`src/rtl/fetch_next_pc.sv`:
```
// Fetch controller driving the PC register input: boot vector, sequential step,
// redirect, and a single-entry registered instruction slot toward decode.
module fetch_next_pc #(
    parameter logic [31:0] RESET_VECTOR = 32'h0000_0000,
    parameter logic [31:0] INST_STEP    = 32'd4
) (
    input  logic        CLK,
    input  logic        reset,
    input  logic [31:0] pc_current,
    output logic [31:0] pc_next,
    output logic        imem_req_valid,
    output logic [31:0] imem_req_addr,
    input  logic        imem_req_ready,
    input  logic        imem_resp_valid,
    input  logic [31:0] imem_resp_data,
    input  logic        redirect_valid,
    input  logic [31:0] redirect_pc,
    output logic        inst_valid,
    output logic [31:0] inst_data,
    output logic [31:0] inst_pc,
    input  logic        inst_ready
);

    typedef enum logic [1:0] {
        S_BOOT    = 2'd0,
        S_REQ     = 2'd1,
        S_WAIT    = 2'd2,
        S_DISCARD = 2'd3
    } state_t;

    state_t      r_state;
    logic        r_inst_valid;
    logic [31:0] r_inst_data;
    logic [31:0] r_inst_pc;

    logic        w_slot_free;
    logic        w_redirect;
    logic        w_req_fire;
    logic        w_fill;
    logic [31:0] w_redirect_target;
    logic        w_unused_low_bits;

    assign w_slot_free       = !r_inst_valid || inst_ready;
    assign w_redirect        = redirect_valid && (r_state != S_BOOT);
    assign w_redirect_target = {redirect_pc[31:2], 2'b00};
    assign w_unused_low_bits = ^redirect_pc[1:0];

    // Only REQ may present a request, and only when the slot can take its result.
    assign imem_req_valid = (r_state == S_REQ) && w_slot_free;
    assign imem_req_addr  = (r_state == S_REQ) ? pc_current : 32'h0000_0000;
    assign w_req_fire     = imem_req_valid && imem_req_ready;
    assign w_fill         = (r_state == S_WAIT) && imem_resp_valid && !w_redirect;

    assign inst_valid = r_inst_valid;
    assign inst_data  = r_inst_data;
    assign inst_pc    = r_inst_pc;

    always_comb begin
        pc_next = pc_current;
        if (r_state == S_BOOT) begin
            pc_next = RESET_VECTOR;
        end else if (w_redirect) begin
            pc_next = w_redirect_target;
        end else if (w_fill) begin
            pc_next = pc_current + INST_STEP;
        end
    end

    always_ff @(posedge CLK or negedge reset) begin
        if (!reset) begin
            r_state      <= S_BOOT;
            r_inst_valid <= 1'b0;
            r_inst_data  <= 32'h0000_0000;
            r_inst_pc    <= 32'h0000_0000;
        end else begin
            if (w_redirect) begin
                r_inst_valid <= 1'b0;
            end else if (w_fill) begin
                r_inst_valid <= 1'b1;
                r_inst_data  <= imem_resp_data;
                r_inst_pc    <= pc_current;
            end else if (r_inst_valid && inst_ready) begin
                r_inst_valid <= 1'b0;
            end

            case (r_state)
                S_BOOT: r_state <= S_REQ;
                S_REQ: begin
                    // An accepted request always yields a response; a redirect must discard it.
                    if (w_req_fire) begin
                        r_state <= w_redirect ? S_DISCARD : S_WAIT;
                    end
                end
                S_WAIT: begin
                    if (imem_resp_valid) begin
                        r_state <= S_REQ;
                    end else if (w_redirect) begin
                        r_state <= S_DISCARD;
                    end
                end
                S_DISCARD: begin
                    if (imem_resp_valid) begin
                        r_state <= S_REQ;
                    end
                end
                default: r_state <= S_BOOT;
            endcase
        end
    end

endmodule

```
`config.mk`:
```
export PLATFORM = sky130hd
export DESIGN_NAME = fetch_next_pc
export DESIGN_NICKNAME = d
export VERILOG_FILES = /design/src/rtl/fetch_next_pc.sv
export SDC_FILE = /design/constraint.sdc
export NUM_CORES = 1
export LEC_CHECK = 0
export CAP_MARGIN = 25
export CORE_MARGIN = 10
export CORE_UTILIZATION = 38
export CTS_CLUSTER_DIAMETER = 120
export CTS_CLUSTER_SIZE = 28
export DETAILED_ROUTE_END_ITERATION = 10
export PLACE_DENSITY = 0.88
export SLEW_MARGIN = 20
export SYNTH_ARGS = -nofsm -noshare
export SYNTH_HDL_FRONTEND = slang
export SYNTH_SLANG_ARGS = --single-unit
```
`constraint.sdc`:
```
create_clock -name CLK -period 4.3 [get_ports CLK]
set_input_delay 1.075 -clock CLK [delete_from_list [all_inputs] [get_ports CLK]]
set_output_delay 1.075 -clock CLK [all_outputs]
set_load 0.01 [all_outputs]
```
==> results.toml, run 1 <==
[timing]
hold_viol_final = 0
fin_worst_skew_ns = 0.0117
fin_crit_ns = 4.29
fin_crit_sh_pct = 99.7
setup_tns_ns = 0
setup_viol = 0
setup_slack_ns = 0.0127
fmaxAchievable_ghz = 0.233
holdWs_ns = 0.508
drv_slew = 0
worstMarginPinSlew_ns = 0.667
maxSlewHeadroom_pct = 55.5

[placed_design]
port-buffer-count = 229
routabilityCongestion = 0.863
dpl.cell_count = 810
dpl-instance-area_mm2 = 0.00695
post-place-ws_ns = -0.762
dpl.hpwl_um = 13700

[clock_tree]
cts.clk_slew.worst_paths_ns = 0.07
clock_latency_ns = 0.36
cts_hold_buffers = 0
clockBufferDepth = 2
numCtsBuffers = 9
cts_htree_levels = 3
cts_root_buffer = "clkbuf_8"
clock-sinks = 67
cts_tree = "yes"

[drt]
first_pass_iters = 7
routed_wl_um = 17400
drc = 0
drt-initial-drc-count = 300
viasPerCell = 5.48
ant_nets = 0
vias = 4546
drt-wirelength-per-cell_um = 21.0

[setup_path]
timing.critical_path.buf_inv = 4
crit_family = "simple AND/OR/NAND/NOR gates"
crit_path_start_kind = "input pin"
slowest_delay_ns = 0.56
crit_chain = "dlygate4sd2_1, nand4_1, or4_4, buf_12, buf_8, or4_1, a311oi_2, buf_2"
worstPathArrival_ns = 3.21
crit_path_end_kind = "output port"
path_max_fanout = 8
crit_required_ns = 3.22
worstSetupPathType = "in2out"
crit_slowest_cell = "or4_4"

[power]
swShare_pct = 35.7
seq_power_share_pct = 28.1
clkPwrFrac_pct = 13.8
p_switching_mw = 1.40
power_frac_comb_pct = 58.2
power_density_mw_per_mm2 = 545
report.power.total_mw = 3.92
leakagePower_nw = 2.98
p_int_mw = 2.52
ir_drop_v = 0.000370

[finish]
post-route-util_pct = 69.7
drive_gt1_share_pct = 26.7
post-route-cell-area_mm2 = 0.00720
fin_nets = 796
diodes = 0
areaGrowthSynthToFinish_pct = 78.2
fin_cells = 829

[global_routing]
track_usage_pct = 22.1
grt_first_pass_wirelength_um = 26300
grt_pass1_vias = 4884
grt_start_max_net_pins = 42
overflow = 0
antenna_found_initial = 0

[die]
num_io_pins = 232
dieArea_mm2 = 0.0151
fp.dieW_um = 123
start_util_pct = 39.1
rows = 37
die_h_um = 123
coreArea_mm2 = 0.0103

[logic_synthesis]
synth-edff-count = 0
yosys_warnings = 0
ys.flop_type = "dfrtp_1"
synthesis.nets = 508
synth_seq_cells = 67
async_flop_share_pct = 100
synth.distinct_cells = 40
avgSynthCellArea_um2 = 10.1
synth_seq_area_share_pct = 41.5
synth_cells = 401
syn_area_mm2 = 0.00404

[outcome]
status = "completed"

[flow_run]
cap_violations = 0

[min_path]
min_path_type = "reg2reg"
-- cell type report --
| cell class | instances | area, um^2 |
|---|---|---|
| fillers | 773 | 3130 |
| multi-input cells | 298 | 2300 |
| flip-flops and latches | 67 | 1680 |
| repair buffers | 307 | 2840 |
| inverters | 6 | 22.5 |
| clock buffers | 11 | 141 |
| well taps | 136 | 170 |
| clock inverters | 4 | 51.3 |
-- cell families (layout without fill, tap and decap cells) --
kind of cell / count (synthesis) / count (layout) / synth area share [%]
compound gates: 57 / 57 / 11.0
xor+xnor: 8 / 8 / 1.74
fa+ha+maj: 5 / 5 / 1.55
buf+inv: 36 / 328 / 3.75
flops: 67 / 67 / 41.5
mux: 66 / 66 / 18.3
simple gates: 162 / 162 / 22.1
-- state kept, by name (all words and copies together) (netlist names) --
signal and cells:
inst_data 32, inst_pc 32, inst_valid 1, r_state 2
-- metal layers --
layer,part of all wire (%),GRT usage (%)
met1,36,23.6
met4,3.1,10.0
met3,13,9.62
met2,49,37.3
met5,0,0
-- power by group through the flow --
stage,clock network [mW],logic [mW],registers (mW)
2_1_floorplan,0,0.766,1.23
4_1_cts,0.547,2.30,1.10
3_5_place_dp,0,2.33,1.11
6_report,0.540,2.28,1.10
5_1_grt,0.574,2.43,1.14
3_3_place_gp,0,2.27,1.08
-- final timing paths --
kind / start / endpoint / slack [ns] / cells after the start
min: inst_pc[19] / inst_pc[19] / 0.51 / 1
min in group asynchronous: reset / inst_pc[10] / 0.74 / 1
max: pc_current[9] / pc_next[24] / 0.01 / 8
max in group asynchronous: reset / inst_pc[19] / 2.56 / 2
min reg2reg: inst_pc[19] / inst_pc[19] / 0.51 / 1
max reg2reg: r_state[0] / inst_data[2] / 2.17 / 7
-- synth_stat cells, drive strengths merged, types with 6 or more instances --
cell | n | share of area, %
clkbuf | 26 | 2.4
nand3 | 13 | 1.6
a21oi | 6 | 0.74
nor2 | 32 | 3.0
inv | 6 | 0.56
nand2 | 25 | 2.3
a311oi | 15 | 3.3
nand4 | 10 | 1.5
o31ai | 11 | 2.0
nor4 | 7 | 1.1
mux2 | 64 | 18
or4 | 16 | 3.1
and2 | 38 | 5.9
a211oi | 6 | 1.1
dfrtp | 67 | 42
-- placed cells by master (no fill, tap or decap), types with 5 or more instances in the layout --
master and count:
a211oi_1 6, a21oi_1 6, a311oi_1 10, a311oi_2 5
and2_1 38, buf_2 10, buf_4 72, clkbuf_8 10
clkdlybuf4s50_1 183, dfrtp_1 67, dlygate4sd2_1 27, inv_1 6
mux2_2 63, nand2_1 25, nand3_1 11, nand4_1 10
nor2_1 31, nor4_1 6, o31ai_1 11, or4_1 13
-- what timing repair did --
action	CTS	global route
gates resized for setup	98	17
pin swaps	9	2
setup buffers	4	0
endpoints found under the setup margin	26	12
gates cloned	0	0
Note: power is estimated with default switching activity, not from simulation.
==> run 2, diff against run 1 <==
--- a/config.mk
+++ b/config.mk
@@ -7,11 +7,11 @@
 export LEC_CHECK = 0
 export CAP_MARGIN = 25
 export CORE_MARGIN = 10
-export CORE_UTILIZATION = 38
+export CORE_UTILIZATION = 35
 export CTS_CLUSTER_DIAMETER = 120
 export CTS_CLUSTER_SIZE = 28
 export DETAILED_ROUTE_END_ITERATION = 10
-export PLACE_DENSITY = 0.88
+export PLACE_DENSITY = 0.86
 export SLEW_MARGIN = 20
 export SYNTH_ARGS = -nofsm -noshare
 export SYNTH_HDL_FRONTEND = slang
==> constraint.sdc (replaced) <==
create_clock -name CLK -period 3.9 [get_ports CLK]
set_input_delay 0.975 -clock CLK [delete_from_list [all_inputs] [get_ports CLK]]
set_output_delay 0.975 -clock CLK [all_outputs]
set_load 0.01 [all_outputs]
==> results.toml, run 2 (synthesis results as in run 1) <==
[global_routing]
overflow = 0
track_usage_pct = 21.3
antenna_found_initial = 1
grt_start_max_net_pins = 47
grt_pass1_vias = 5013
grt_first_pass_wirelength_um = 28000

[flow_run]
cap_violations = 0

[die]
start_util_pct = 35.5
num_io_pins = 232
rows = 39
die_h_um = 127
coreArea_mm2 = 0.0114
fp.dieW_um = 127
dieArea_mm2 = 0.0162

[drt]
routed_wl_um = 17900
drc = 0
first_pass_iters = 5
drt-wirelength-per-cell_um = 21.0
top_layer = "met5"
ant_nets = 0
vias = 4645
wl_met1_um = 6460
wl_met2_um = 8940
wl_met3_um = 2130
viasPerCell = 5.43
drt-initial-drc-count = 254

[timing]
holdWs_ns = 0.506
fin_worst_skew_ns = 0.00465
hold_viol_final = 0
setup_viol = 3
drv_slew = 0
maxSlewHeadroom_pct = 40.8
worstMarginPinSlew_ns = 0.887
fin_crit_sh_pct = 101
setup_tns_ns = -0.0371
rsz0062_at_grt = "true"
setup_slack_ns = -0.0333
fmaxAchievable_ghz = 0.254
fin_crit_ns = 3.93

[power]
power_frac_comb_pct = 56.3
p_switching_mw = 1.59
ir_drop_v = 0.000386
p_int_mw = 2.94
swShare_pct = 35.2
power_density_mw_per_mm2 = 611
clkPwrFrac_pct = 17.0
leakagePower_nw = 3.10
seq_power_share_pct = 26.8

[setup_path]
crit_required_ns = 2.92
path_max_fanout = 4
worstSetupPathType = "in2out"
crit_path_start_kind = "input pin"
worstPathArrival_ns = 2.96
crit_path_end_kind = "output port"

[finish]
final_cell_mix = "clkdlybuf4s50_1, buf_4, dfrtp_1"
fin_nets = 814
drive_gt1_share_pct = 33.4
areaGrowthSynthToFinish_pct = 83.8
fillers = 915
diodes = 0
final_common_cell = "clkdlybuf4s50_1"

[placed_design]
post-place-ws_ns = -0.837
routabilityCongestion = 0.865
dpl.hpwl_um = 13900
port-buffer-count = 229

[clock_tree]
clock-sinks = 67
cts_tree = "yes"
clock_latency_ns = 0.33
cts_htree_levels = 3
cts.clk_slew.worst_paths_ns = 0.06
numCtsBuffers = 9
cts_hold_buffers = 0
cts_root_buffer = "clkbuf_16"
clockBufferDepth = 2

[min_path]
min_path_type = "reg2reg"

[outcome]
status = "finished, violations left"
violations = "setup timing"
run 2: per-layer routing:
| layer | GRT usage, % | vias up |
|---|---|---|
| met5 | 0 | - |
| met4 | 6.36 | 2 |
| met3 | 9.06 | 36 |
| met2 | 36.6 | 246 |
| met1 | 23.4 | 2256 |
| li1 | - | 2105 |
run 2: metrics by stage:
stage / std cells / utilization, % / total power, mW / instance area, um^2
6_report: 855 / 65.3 / 4.53 / 7420
5_1_grt: 855 / 65.3 / 4.80 / 7420
4_1_cts: 852 / 64.8 / 4.57 / 7370
3_5_place_dp: 829 / 61.8 / 3.82 / 7030
3_3_place_gp: 829 / 61.8 / 3.73 / 7030
2_1_floorplan: 401 / - / 2.21 / 4040
run 2: cell type report:
type / instances / area [um^2] / area share, %
Clock buffer: 10 / 239 / 3.22
Clock inverter: 6 / 40.0 / 0.540
Inverter: 6 / 22.5 / 0.303
Multi-Input combinational cell: 298 / 2370 / 32.0
Sequential cell: 67 / 1680 / 22.6
Tap cell: 143 / 179 / 2.41
Timing Repair Buffer: 325 / 2890 / 38.9
run 2: final timing paths:
path / start / end / slack, ns / cells past startpoint
hold / removal: inst_pc[24] / inst_pc[24] / 0.51 / 1
hold reg to reg: inst_pc[24] / inst_pc[24] / 0.51 / 1
min in group asynchronous: reset / inst_pc[13] / 0.75 / 1
setup reg to reg: r_state[0] / inst_data[22] / 1.74 / 7
setup / recovery: pc_current[21] / pc_next[24] / -0.03 / 7
max in group asynchronous: reset / inst_pc[20] / 2.17 / 2
run 2: critical path: stages:
cell and delay [ns]:
dlygate4sd2_1 0.27, nand2_2 0.08, or4_4 0.55, buf_6 0.15, or4_4 0.52, a311oi_2 0.23
buf_2 0.18
run 2: what timing repair did:
| item | 4_1_cts | 5_1_grt |
|---|---|---|
| pin swaps | 15 | 15 |
| cloned | 0 | 0 |
| endpoints found under the setup margin | 30 | 20 |
| resized for setup | 164 | 42 |
| setup buffers | 7 | 3 |
run 2: power groups by stage:
stage | sequential, mW | clock, mW | combinational [mW]
finish | 1.21 | 0.770 | 2.55
global route | 1.26 | 0.816 | 2.73
CTS | 1.22 | 0.784 | 2.57
detailed placement | 1.22 | 0 | 2.60
global placement | 1.19 | 0 | 2.54
floorplan | 1.36 | 0 | 0.845
